**config.mk**
```make
export PLATFORM = sky130hd
export DESIGN_NAME = irq_vec_to_axil_adaptor
export DESIGN_NICKNAME = d
export VERILOG_FILES = /design/src/rtl/irq_vec_to_axil_adaptor.sv
export SDC_FILE = /design/constraint.sdc
export NUM_CORES = 1
export LEC_CHECK = 0
export CAP_MARGIN = 0
export CORE_AREA = 2 2 77 79
export DETAILED_ROUTE_END_ITERATION = 8
export DIE_AREA = 0 0 79 81
export PLACE_DENSITY = 0.82
export SLEW_MARGIN = 25
export SYNTH_ARGS = -nofsm -noshare
export SYNTH_HDL_FRONTEND = slang
export SYNTH_SLANG_ARGS = --single-unit
export TNS_END_PERCENT = 10
```
**constraint.sdc**
```tcl
create_clock -name clk_i -period 1.9 [get_ports clk_i]
set_input_delay 0.19 -clock clk_i [delete_from_list [all_inputs] [get_ports clk_i]]
set_output_delay 0.19 -clock clk_i [all_outputs]
set_load 0.02 [all_outputs]
```
**src/rtl/irq_vec_to_axil_adaptor.sv**
```systemverilog
// Forwards IRQ level changes as AXI4-Lite writes to per-target PLIC pending registers.
// Optional IRQ_AXIL_RETRY_EN: error responses re-pend the target and bump retry_cnt_o.
module irq_vec_to_axil_adaptor #(
   parameter int num_targets_p = 4,
   parameter int axil_data_width_p = 32,
   parameter int axil_addr_width_p = 32,
   // No meaningful default: every instance must set this.
   parameter logic [axil_addr_width_p-1:0] plic_base_addr_p = '0,
   parameter logic [axil_addr_width_p-1:0] target_stride_p = 'h4
) (
   input  logic clk_i,
   input  logic reset_n_i,
   input  logic [num_targets_p-1:0] irq_r_i,
   output logic [axil_addr_width_p-1:0] m_axil_awaddr_o,
   output logic [2:0] m_axil_awprot_o,
   output logic m_axil_awvalid_o,
   input  logic m_axil_awready_i,
   output logic [axil_data_width_p-1:0] m_axil_wdata_o,
   output logic [axil_data_width_p/8-1:0] m_axil_wstrb_o,
   output logic m_axil_wvalid_o,
   input  logic m_axil_wready_i,
   input  logic [1:0] m_axil_bresp_i,
   input  logic m_axil_bvalid_i,
   output logic m_axil_bready_o,
   output logic [axil_addr_width_p-1:0] m_axil_araddr_o,
   output logic [2:0] m_axil_arprot_o,
   output logic m_axil_arvalid_o,
   input  logic m_axil_arready_i,
   input  logic [axil_data_width_p-1:0] m_axil_rdata_i,
   input  logic [1:0] m_axil_rresp_i,
   input  logic m_axil_rvalid_i,
   output logic m_axil_rready_o,
   output logic busy_o
`ifdef IRQ_AXIL_RETRY_EN
   ,
   output logic [7:0] retry_cnt_o
`endif
);

   localparam int ptr_w_lp = (num_targets_p > 1) ? $clog2(num_targets_p) : 1;
   localparam logic [ptr_w_lp-1:0] last_lp = ptr_w_lp'(num_targets_p - 1);

   typedef enum logic [1:0] {IDLE, ADDR, RESP} state_e;

   state_e state_q, state_d;
   logic [num_targets_p-1:0] irq_prev_q;
   logic [num_targets_p-1:0] pending_q, pending_d;
   logic [num_targets_p-1:0] chg, pending_clr, retry_set;
   logic [ptr_w_lp-1:0] rr_q, rr_d;
   logic [axil_addr_width_p-1:0] awaddr_q, awaddr_d;
   logic [axil_data_width_p-1:0] wdata_q, wdata_d;
   logic aw_done_q, aw_done_d;
   logic w_done_q, w_done_d;
   logic aw_fin, w_fin;
   logic gnt_valid;
   logic [ptr_w_lp-1:0] gnt_idx;

`ifdef IRQ_AXIL_RETRY_EN
   logic [ptr_w_lp-1:0] gnt_q, gnt_d;
   logic [7:0] retry_cnt_q, retry_cnt_d;
   logic unused_in;
   assign unused_in = ^{m_axil_arready_i, m_axil_rdata_i,
                        m_axil_rresp_i, m_axil_rvalid_i};
   assign retry_cnt_o = retry_cnt_q;
`else
   logic unused_in;
   assign unused_in = ^{m_axil_arready_i, m_axil_rdata_i,
                        m_axil_rresp_i, m_axil_rvalid_i, m_axil_bresp_i};
`endif

   assign chg = irq_r_i ^ irq_prev_q;

   // Round-robin pick: first pending index at or after rr_q, wrapping.
   always_comb begin
      gnt_valid = 1'b0;
      gnt_idx = '0;
      for (int k = num_targets_p - 1; k >= 0; k--) begin
         if (pending_q[(int'(rr_q) + k) % num_targets_p]) begin
            gnt_valid = 1'b1;
            gnt_idx = ptr_w_lp'((int'(rr_q) + k) % num_targets_p);
         end
      end
   end

   // Write FSM next state, channel outputs and pending bookkeeping.
   always_comb begin
      state_d = state_q;
      rr_d = rr_q;
      awaddr_d = awaddr_q;
      wdata_d = wdata_q;
      aw_done_d = aw_done_q;
      w_done_d = w_done_q;
      pending_clr = '0;
      retry_set = '0;
      m_axil_awvalid_o = 1'b0;
      m_axil_wvalid_o = 1'b0;
      m_axil_bready_o = 1'b0;
      aw_fin = aw_done_q | m_axil_awready_i;
      w_fin = w_done_q | m_axil_wready_i;
`ifdef IRQ_AXIL_RETRY_EN
      gnt_d = gnt_q;
      retry_cnt_d = retry_cnt_q;
`endif
      unique case (state_q)
         IDLE: begin
            if (gnt_valid) begin
               state_d = ADDR;
               pending_clr[gnt_idx] = 1'b1;
               rr_d = (gnt_idx == last_lp) ? '0 : gnt_idx + 1'b1;
               awaddr_d = plic_base_addr_p
                        + axil_addr_width_p'(gnt_idx) * target_stride_p;
               wdata_d = axil_data_width_p'(irq_r_i[gnt_idx]);
               aw_done_d = 1'b0;
               w_done_d = 1'b0;
`ifdef IRQ_AXIL_RETRY_EN
               gnt_d = gnt_idx;
`endif
            end
         end
         ADDR: begin
            m_axil_awvalid_o = !aw_done_q;
            m_axil_wvalid_o = !w_done_q;
            if (aw_fin && w_fin) begin
               state_d = RESP;
            end else begin
               aw_done_d = aw_fin;
               w_done_d = w_fin;
            end
         end
         RESP: begin
            m_axil_bready_o = 1'b1;
            if (m_axil_bvalid_i) begin
               state_d = IDLE;
`ifdef IRQ_AXIL_RETRY_EN
               if (m_axil_bresp_i != 2'b00) begin
                  retry_set[gnt_q] = 1'b1;
                  if (retry_cnt_q != 8'hFF) retry_cnt_d = retry_cnt_q + 8'd1;
               end
`endif
            end
         end
         default: state_d = IDLE;
      endcase
      pending_d = (pending_q & ~pending_clr) | chg | retry_set;
   end

   // State registers.
   always_ff @(posedge clk_i or negedge reset_n_i) begin
      if (!reset_n_i) begin
         state_q <= IDLE;
         irq_prev_q <= '0;
         pending_q <= '0;
         rr_q <= '0;
         awaddr_q <= '0;
         wdata_q <= '0;
         aw_done_q <= 1'b0;
         w_done_q <= 1'b0;
`ifdef IRQ_AXIL_RETRY_EN
         gnt_q <= '0;
         retry_cnt_q <= '0;
`endif
      end else begin
         state_q <= state_d;
         irq_prev_q <= irq_r_i;
         pending_q <= pending_d;
         rr_q <= rr_d;
         awaddr_q <= awaddr_d;
         wdata_q <= wdata_d;
         aw_done_q <= aw_done_d;
         w_done_q <= w_done_d;
`ifdef IRQ_AXIL_RETRY_EN
         gnt_q <= gnt_d;
         retry_cnt_q <= retry_cnt_d;
`endif
      end
   end

   assign m_axil_awaddr_o = awaddr_q;
   assign m_axil_wdata_o = wdata_q;
   assign m_axil_awprot_o = 3'b000;
   assign m_axil_wstrb_o = '1;
   assign m_axil_araddr_o = '0;
   assign m_axil_arprot_o = 3'b000;
   assign m_axil_arvalid_o = 1'b0;
   assign m_axil_rready_o = 1'b1;
   assign busy_o = (state_q != IDLE);

endmodule

```
==> results of run 1 <==
==> kinds of logic after synthesis <==
family	after synthesis
compound gates	14
fa+ha+maj	4
buf+inv	113
other cells	2
mux	3
simple gates	33
xor+xnor	4
flops	17
==> metal layers <==
layer | wire (um) | up-vias | GRT usage, %
met2 | 1090 | 69 | 11.4
li1 | - | 420 | -
met3 | 224 | 4 | 1.33
met5 | 0 | - | 0
met4 | 25 | 0 | 3.62
met1 | 768 | 418 | 7.14
==> cell type report <==
cell class              count  share of cell area, %
flip-flops and latches     17                   27.8
repair buffers             17                   10.8
clock buffers               4                   2.94
multi-input cells         163                   50.4
inverters                   8                   1.96
well taps                  75                   6.13
==> state kept, by name, indices dropped and copies added (netlist names) <==
signal           count
rr_q                 2
irq_prev_q           4
state_q              2
m_axil_awaddr_o      2
aw_done_q            1
m_axil_wdata_o       1
w_done_q             1
pending_q            4
==> path summary, 6_finish.rpt <==
kind	slack, ns	endpoint
worst min-delay path	0.26	m_axil_awaddr_o[2]
max in group asynchronous	1.44	pending_q[1]
worst max register to register	0.18	rr_q[1]
worst max-delay path	0.08	m_axil_wvalid_o
min in group clk_i	0.47	irq_prev_q[3]
worst min register to register	0.49	pending_q[2]
==> worst max-delay path: stages, from the launching register on <==
cell and delay, ns:
sky130_fd_sc_hd__dfrtp_1 0.39, sky130_fd_sc_hd__nand2b_1 0.19, sky130_fd_sc_hd__nor2_1 0.16, sky130_fd_sc_hd__clkdlybuf4s50_1 0.64
==> cells in the final DEF, fill, tap and decap left out <==
cell | Yosys | final
sky130_fd_sc_hd__conb_1 | 2 | 105
sky130_fd_sc_hd__nand2_1 | 20 | 20
sky130_fd_sc_hd__dfrtp_1 | 17 | 17
sky130_fd_sc_hd__clkdlybuf4s50_1 | 0 | 15
sky130_fd_sc_hd__inv_1 | 8 | 8
sky130_fd_sc_hd__nor2_1 | 6 | 6
sky130_fd_sc_hd__xnor2_1 | 4 | 4
sky130_fd_sc_hd__nand2b_1 | 4 | 4
sky130_fd_sc_hd__ha_1 | 4 | 4
sky130_fd_sc_hd__o21ai_0 | 3 | 3
sky130_fd_sc_hd__clkbuf_8 | 0 | 3
sky130_fd_sc_hd__mux2_4 | 2 | 2
sky130_fd_sc_hd__a21boi_0 | 2 | 2
sky130_fd_sc_hd__a21oi_1 | 2 | 2
sky130_fd_sc_hd__a31oi_1 | 2 | 2
sky130_fd_sc_hd__buf_4 | 105 | 2
sky130_fd_sc_hd__or3b_1 | 1 | 1
sky130_fd_sc_hd__o221a_4 | 1 | 1
sky130_fd_sc_hd__a21o_2 | 1 | 1
sky130_fd_sc_hd__o22ai_1 | 1 | 1
sky130_fd_sc_hd__o22a_1 | 1 | 1
sky130_fd_sc_hd__nor4_1 | 1 | 1
sky130_fd_sc_hd__mux2i_1 | 1 | 1
sky130_fd_sc_hd__nand3_2 | 1 | 1
sky130_fd_sc_hd__o311ai_1 | 1 | 1
sky130_fd_sc_hd__clkbuf_1 | 0 | 1
==> metrics by stage <==
step | util (%) | instances | instance area (um^2)
floorplan | - | 293 | 2020
global placement | 26.2 | 280 | 1490
detailed placement | 26.2 | 280 | 1490
CTS | 27.0 | 284 | 1530
global route | 27.0 | 284 | 1530
finish | 27.0 | 284 | 1530
==> power breakdown <==
part           internal, mW  switching, mW
clock                 0.149          0.119
sequential            0.493          0.117
combinational         0.476          0.744
total                  1.12          0.980
==> flow_metrics.tcl, run 1 <==
set metrics [dict create \
    yosys.cell_types.count 23 \
    core_area_um2 5680 \
    final-seq-area_um2 425 \
    synth_xor_xnor_area_share_pct 2.15 \
    post_synth.cell_area_avg_um2 8.57 \
    synth_most_common_cell "sky130_fd_sc_hd__buf_4" \
    skew_ns 0.00486 \
    synth-seq-area-share_pct 26.1 \
    die-width_um 79 \
    drtPass1Iterations 4 \
    status "complete, no violations" \
    place.gp.congestion 0.760 \
    cts-buffers-inserted 3 \
    unrepaired_setup_endpoints_after_global_routing "false" \
    final_ant_viol_nets 0 \
    postRouteWirelength_um 2100 \
    r2r.worst_path.cells 7 \
    clock_tree_from_tritoncts "yes" \
    synthFlopType "sky130_fd_sc_hd__dfrtp_1" \
    setup_viol_count_final 0 \
    cts-resized-gates 0 \
    nets 261 \
    io_buffers 15 \
    clock_sinks 17 \
    ys_warn_count 0 \
    drive_gt1_share_pct 4.78 \
    grt_first_pass_wirelength_um 3240 \
    crit_start "state_q[1]" \
    final_critical_path_setup_slack_ns 0.0816 \
    antenna_found_initial 0 \
    synthDominantAreaCellType "sky130_fd_sc_hd__buf_4" \
    critPathCaptureType "output pin" \
    syn2layout_area_growth_pct -5.99 \
    worst_pin_slew_ns 0.534 \
    synth.cells.most_frequent "105 x sky130_fd_sc_hd__buf_4, 20 x sky130_fd_sc_hd__nand2_1, 17 x sky130_fd_sc_hd__dfrtp_1" \
    wl_per_cell_um 7.40 \
    postSynthRegisterBits 17 \
    setup.worst_path.class "reg2out" \
    max_cap_viol_count 0 \
    vias_per_cell 3.21 \
    ctsLongestPathBuffers 2 \
    synth-async-reset-ratio_pct 100 \
    layout.filler_cells 633 \
    finalWorstPathRequiredPeriod_ns 1.82 \
    boundaryPins 159 \
    max-vdd-ir-drop_uv 779 \
    ant_diodes 0 \
    power_density_nw_per_um2 1370 \
    arrival_ns 1.63 \
    final_max_slew_viol_count 0 \
    drt_iter0_drc 12 \
    die_y_um 81 \
    netlist_instances 190 \
    post_cts.repair.setup_buffers 0 \
    slew-limit-headroom_pct 64.4 \
    synth_top_family_by_area "buffers and inverters" \
    clkTransAtPathRegs_ns 0.07 \
    grt_usage_pct 6.40 \
    synth.top_cells.by_area "sky130_fd_sc_hd__buf_4 48%, sky130_fd_sc_hd__dfrtp_1 26%, sky130_fd_sc_hd__nand2_1 4.6%" \
    cp-start-kind "flip-flop" \
    row_count 28 \
    power_leakage_nw 0.857 \
    place_hpwl_um 1750 \
    mappedNetlistArea_um2 1630 \
    grt_max_degree 18 \
    tns_ns 0 \
    clock_tree.root_cell "sky130_fd_sc_hd__clkbuf_8" \
    fin_crit_sh_pct 95.7 \
    synth_compound_area_share_pct 6.45 \
    vias_in_the_first_global_route 748 \
    holdBufCountCts 0 \
    synthMuxAreaShare_pct 2.46 \
    synth-simple-area-share_pct 9.06 \
    route.vias.total 911 \
    grt.overflow.total 0 \
    die_footprint_um2 6400 \
    cts_max_level 1 \
    critical_path.max_fanout 4 \
    fin_worst_hold_slack_ns 0.264 \
    power.total_mw 2.10 \
    floorplan.initialDensity_pct 28.7 \
    launch_instance_of_the_worst_register_to_register_path "rr_q[1]" \
    synthAdderAreaFrac_pct 3.07 \
    route.detailed.drc 0 \
    netlist.area_leader.share_pct 48.4 \
    required_time_at_the_endpoint_of_the_critical_path_ns 1.71 \
    multi_input_comb_area_um2 772 \
    max_freq_mhz 550 \
    timing_hold_violations_final 0 \
    place_ws_ns 0.193 \
    hold_path.class "in2async" \
    synth_enable_flop_cells 0 \
    clock_insertion_delay_worst_skew_ns 0.25 \
]
(Power assumes the default switching activity.)
==> run 2, diff against run 1 <==
Settings changed: ABC_AREA from default to 1, CORE_AREA 2 2 77 79 to 2 2 78 80, DIE_AREA 0 0 79 81 to 0 0 80 82, HOLD_SLACK_MARGIN from default to 0.06, PLACE_DENSITY 0.82 to 0.83.
==> flow_metrics.tcl, run 2 <==
set metrics [dict create \
    ant_diodes 0 \
    row_count 28 \
    vias_in_the_first_global_route 915 \
    fin_crit_sh_pct 94.6 \
    die_footprint_um2 6560 \
    reg_top3 "irq_prev_q: 4 flops, pending_q: 4 flops" \
    drt_iter0_drc 21 \
    ys_warn_count 0 \
    area_after_dpl_um2 1630 \
    synthFlopType "sky130_fd_sc_hd__dfrtp_1" \
    boundaryPins 159 \
    place_hpwl_um 2010 \
    io_buffers 15 \
    place.gp.congestion 0.929 \
    cts-buffers-inserted 3 \
    clkTransAtPathRegs_ns 0.06 \
    hold_path.class "in2async" \
    core_area_um2 5750 \
    critical-path-max-stage-delay_ns 0.46 \
    crit_path_top_delay_cell "sky130_fd_sc_hd__dfrtp_2" \
    setup_viol_count_final 0 \
    clock_insertion_delay_worst_skew_ns 0.26 \
    route.vias.total 1147 \
    netlist_instances 236 \
    synth.cells.most_frequent "105 x sky130_fd_sc_hd__buf_4, 52 x sky130_fd_sc_hd__nand2_1, 17 x sky130_fd_sc_hd__dfrtp_1" \
    wl_per_cell_um 7.38 \
    place_ws_ns -0.0754 \
    critical_path.max_fanout 9 \
    synth.top_cells.by_area "sky130_fd_sc_hd__buf_4 45%, sky130_fd_sc_hd__dfrtp_1 24%, sky130_fd_sc_hd__nand2_1 11%" \
    synth-async-reset-ratio_pct 100 \
    max_freq_mhz 556 \
    clock_tree_from_tritoncts "yes" \
    arrival_ns 1.93 \
    cts_max_level 1 \
    skew_ns 0.00346 \
    grt_first_pass_wirelength_um 3650 \
    final_max_slew_viol_count 0 \
    die-width_um 80 \
    ctsLongestPathBuffers 2 \
    post_synth.cell_area_avg_um2 7.50 \
    floorplan.initialDensity_pct 30.8 \
    antenna_found_initial 0 \
    setup.worst_path.class "reg2reg" \
    drtPass1Iterations 4 \
    power_density_nw_per_um2 1530 \
    vias_per_cell 3.44 \
    synthDominantAreaCellType "sky130_fd_sc_hd__buf_4" \
    critical_path_buf_inv_count 2 \
    timing_hold_violations_final 0 \
    cp-start-kind "flip-flop" \
    grt.overflow.total 0 \
    synth_most_common_cell "sky130_fd_sc_hd__buf_4" \
    die_y_um 82 \
    postRouteWirelength_um 2460 \
    power.total_mw 2.62 \
    unrepaired_setup_endpoints_after_global_routing "true" \
    grt_max_degree 18 \
    holdBufCountCts 0 \
    fin_worst_hold_slack_ns 0.243 \
    critPathCaptureType "flip-flop" \
    required_time_at_the_endpoint_of_the_critical_path_ns 2.04 \
    clock_sinks 17 \
    synth_enable_flop_cells 0 \
    cpLargestDelayFamily "simple AND/OR/NAND/NOR gates" \
    worst-r2r-setup-slack_ns 0.10 \
    route.detailed.drc 0 \
    postSynthRegisterBits 17 \
    clock_tree.root_cell "sky130_fd_sc_hd__clkbuf_8" \
    layout_commonest_cell "sky130_fd_sc_hd__conb_1" \
    max_cap_viol_count 0 \
    nets 310 \
    power_leakage_nw 1.03 \
    drive_gt1_share_pct 8.14 \
    synth-seq-area-share_pct 24.0 \
    yosys.cell_types.count 21 \
    syn2layout_area_growth_pct -3.11 \
    finalInstanceArea_um2 1720 \
    max-vdd-ir-drop_uv 740 \
    finalWorstPathRequiredPeriod_ns 1.80 \
    status "complete, no violations" \
    final_critical_path_setup_slack_ns 0.103 \
    final_cell_mix "105 x sky130_fd_sc_hd__conb_1, 52 x sky130_fd_sc_hd__nand2_1, 16 x sky130_fd_sc_hd__inv_1, 16 x sky130_fd_sc_hd__dfrtp_1, 13 x sky130_fd_sc_hd__clkdlybuf4s50_1" \
    timing.critical_path.cells "inv_4 -> nand2_1 -> nand3_1 -> nand2_1 -> nand3_1 -> nand3_1 -> nand2_1 -> inv_1 -> ha_1 -> nand2_1 -> o21ai_1" \
    grt_usage_pct 6.89 \
    path_common_cell "sky130_fd_sc_hd__nand2_1" \
    netlist.area_leader.share_pct 44.5 \
    tns_ns 0 \
    final_ant_viol_nets 0 \
    mappedNetlistArea_um2 1770 \
]
[run 2: cell count changes after synthesis, sizes merged, moves of 2 or more]
cell / before / now
nand2b: 4 / 0
nand2: 20 / 55
mux2: 2 / 0
inv: 8 / 18
o21ai: 3 / 5
nand3: 1 / 11
[run 2: path summary, 6_finish.rpt]
kind                          startpoint                 to  cells past startpoint
max                              rr_q[0]            rr_q[1]                     11
min in group clk_i            irq_r_i[1]      irq_prev_q[1]                      1
max in group asynchronous      reset_n_i            rr_q[0]                      2
min reg2reg                irq_prev_q[3]       pending_q[3]                      2
max reg2reg                      rr_q[0]            rr_q[1]                     11
min                            reset_n_i  m_axil_wdata_o[0]                      2
[run 2: worst reg2reg max path: stages, from the launching register on]
cell                      delay [ns]
sky130_fd_sc_hd__dfrtp_2        0.46
sky130_fd_sc_hd__inv_4          0.12
sky130_fd_sc_hd__nand2_1        0.09
sky130_fd_sc_hd__nand3_1        0.12
sky130_fd_sc_hd__nand2_1        0.07
sky130_fd_sc_hd__nand3_1        0.09
sky130_fd_sc_hd__nand3_1        0.12
sky130_fd_sc_hd__nand2_1        0.12
sky130_fd_sc_hd__inv_1          0.06
sky130_fd_sc_hd__ha_1           0.30
sky130_fd_sc_hd__nand2_1        0.07
sky130_fd_sc_hd__o21ai_1        0.06
[run 2: area by class of cell]
class,instances,area (um^2)
repair buffers,21,200
fillers,616,4030
clock buffers,3,41.3
well taps,75,93.8
multi-input cells,198,876
inverters,18,72.6
flip-flops and latches,17,427
clock inverters,1,5.00
[run 2: stage by stage]
step                      std cells  util [%]
final                           333      29.9
after detailed placement        327      28.4
after global placement          327      28.4
after global routing            333      29.9
after CTS                       331      29.2
after floorplan                 339         -
[run 2: report_power, final]
| group | switching [mW] | internal [mW] | leakage (nW) |
|---|---|---|---|
| clock network | 0.126 | 0.146 | 0.0255 |
| logic | 1.13 | 0.623 | 0.816 |
| registers | 0.103 | 0.499 | 0.193 |
| total | 1.35 | 1.27 | 1.03 |
[run 2: cells by family (layout without fill, tap and decap cells)]
logic type	count (synthesis)	after routing	synth area share, %
buf+inv	124	43	49.0
simple gates	73	73	17.0
flops	17	17	24.0
compound gates	12	12	4.81
fa+ha+maj	4	4	2.83
xor+xnor	4	4	1.98
other cells	2	105	0.424
[run 2: repair_timing]
action	4_1_cts	5_1_grt
pin swaps	0	1
setup buffers	0	2
setup endpoints to repair	3	12
gates cloned	0	0
hold endpoints to repair	0	0
resized for setup	1	8
[run 2: metal layers]
metal	track usage, %	wire length, um	vias to the layer above
li1	-	-	554
met1	7.72	885	513
met2	12.5	1280	77
met3	1.21	251	3
met4	3.56	36	0
met5	0	0	-
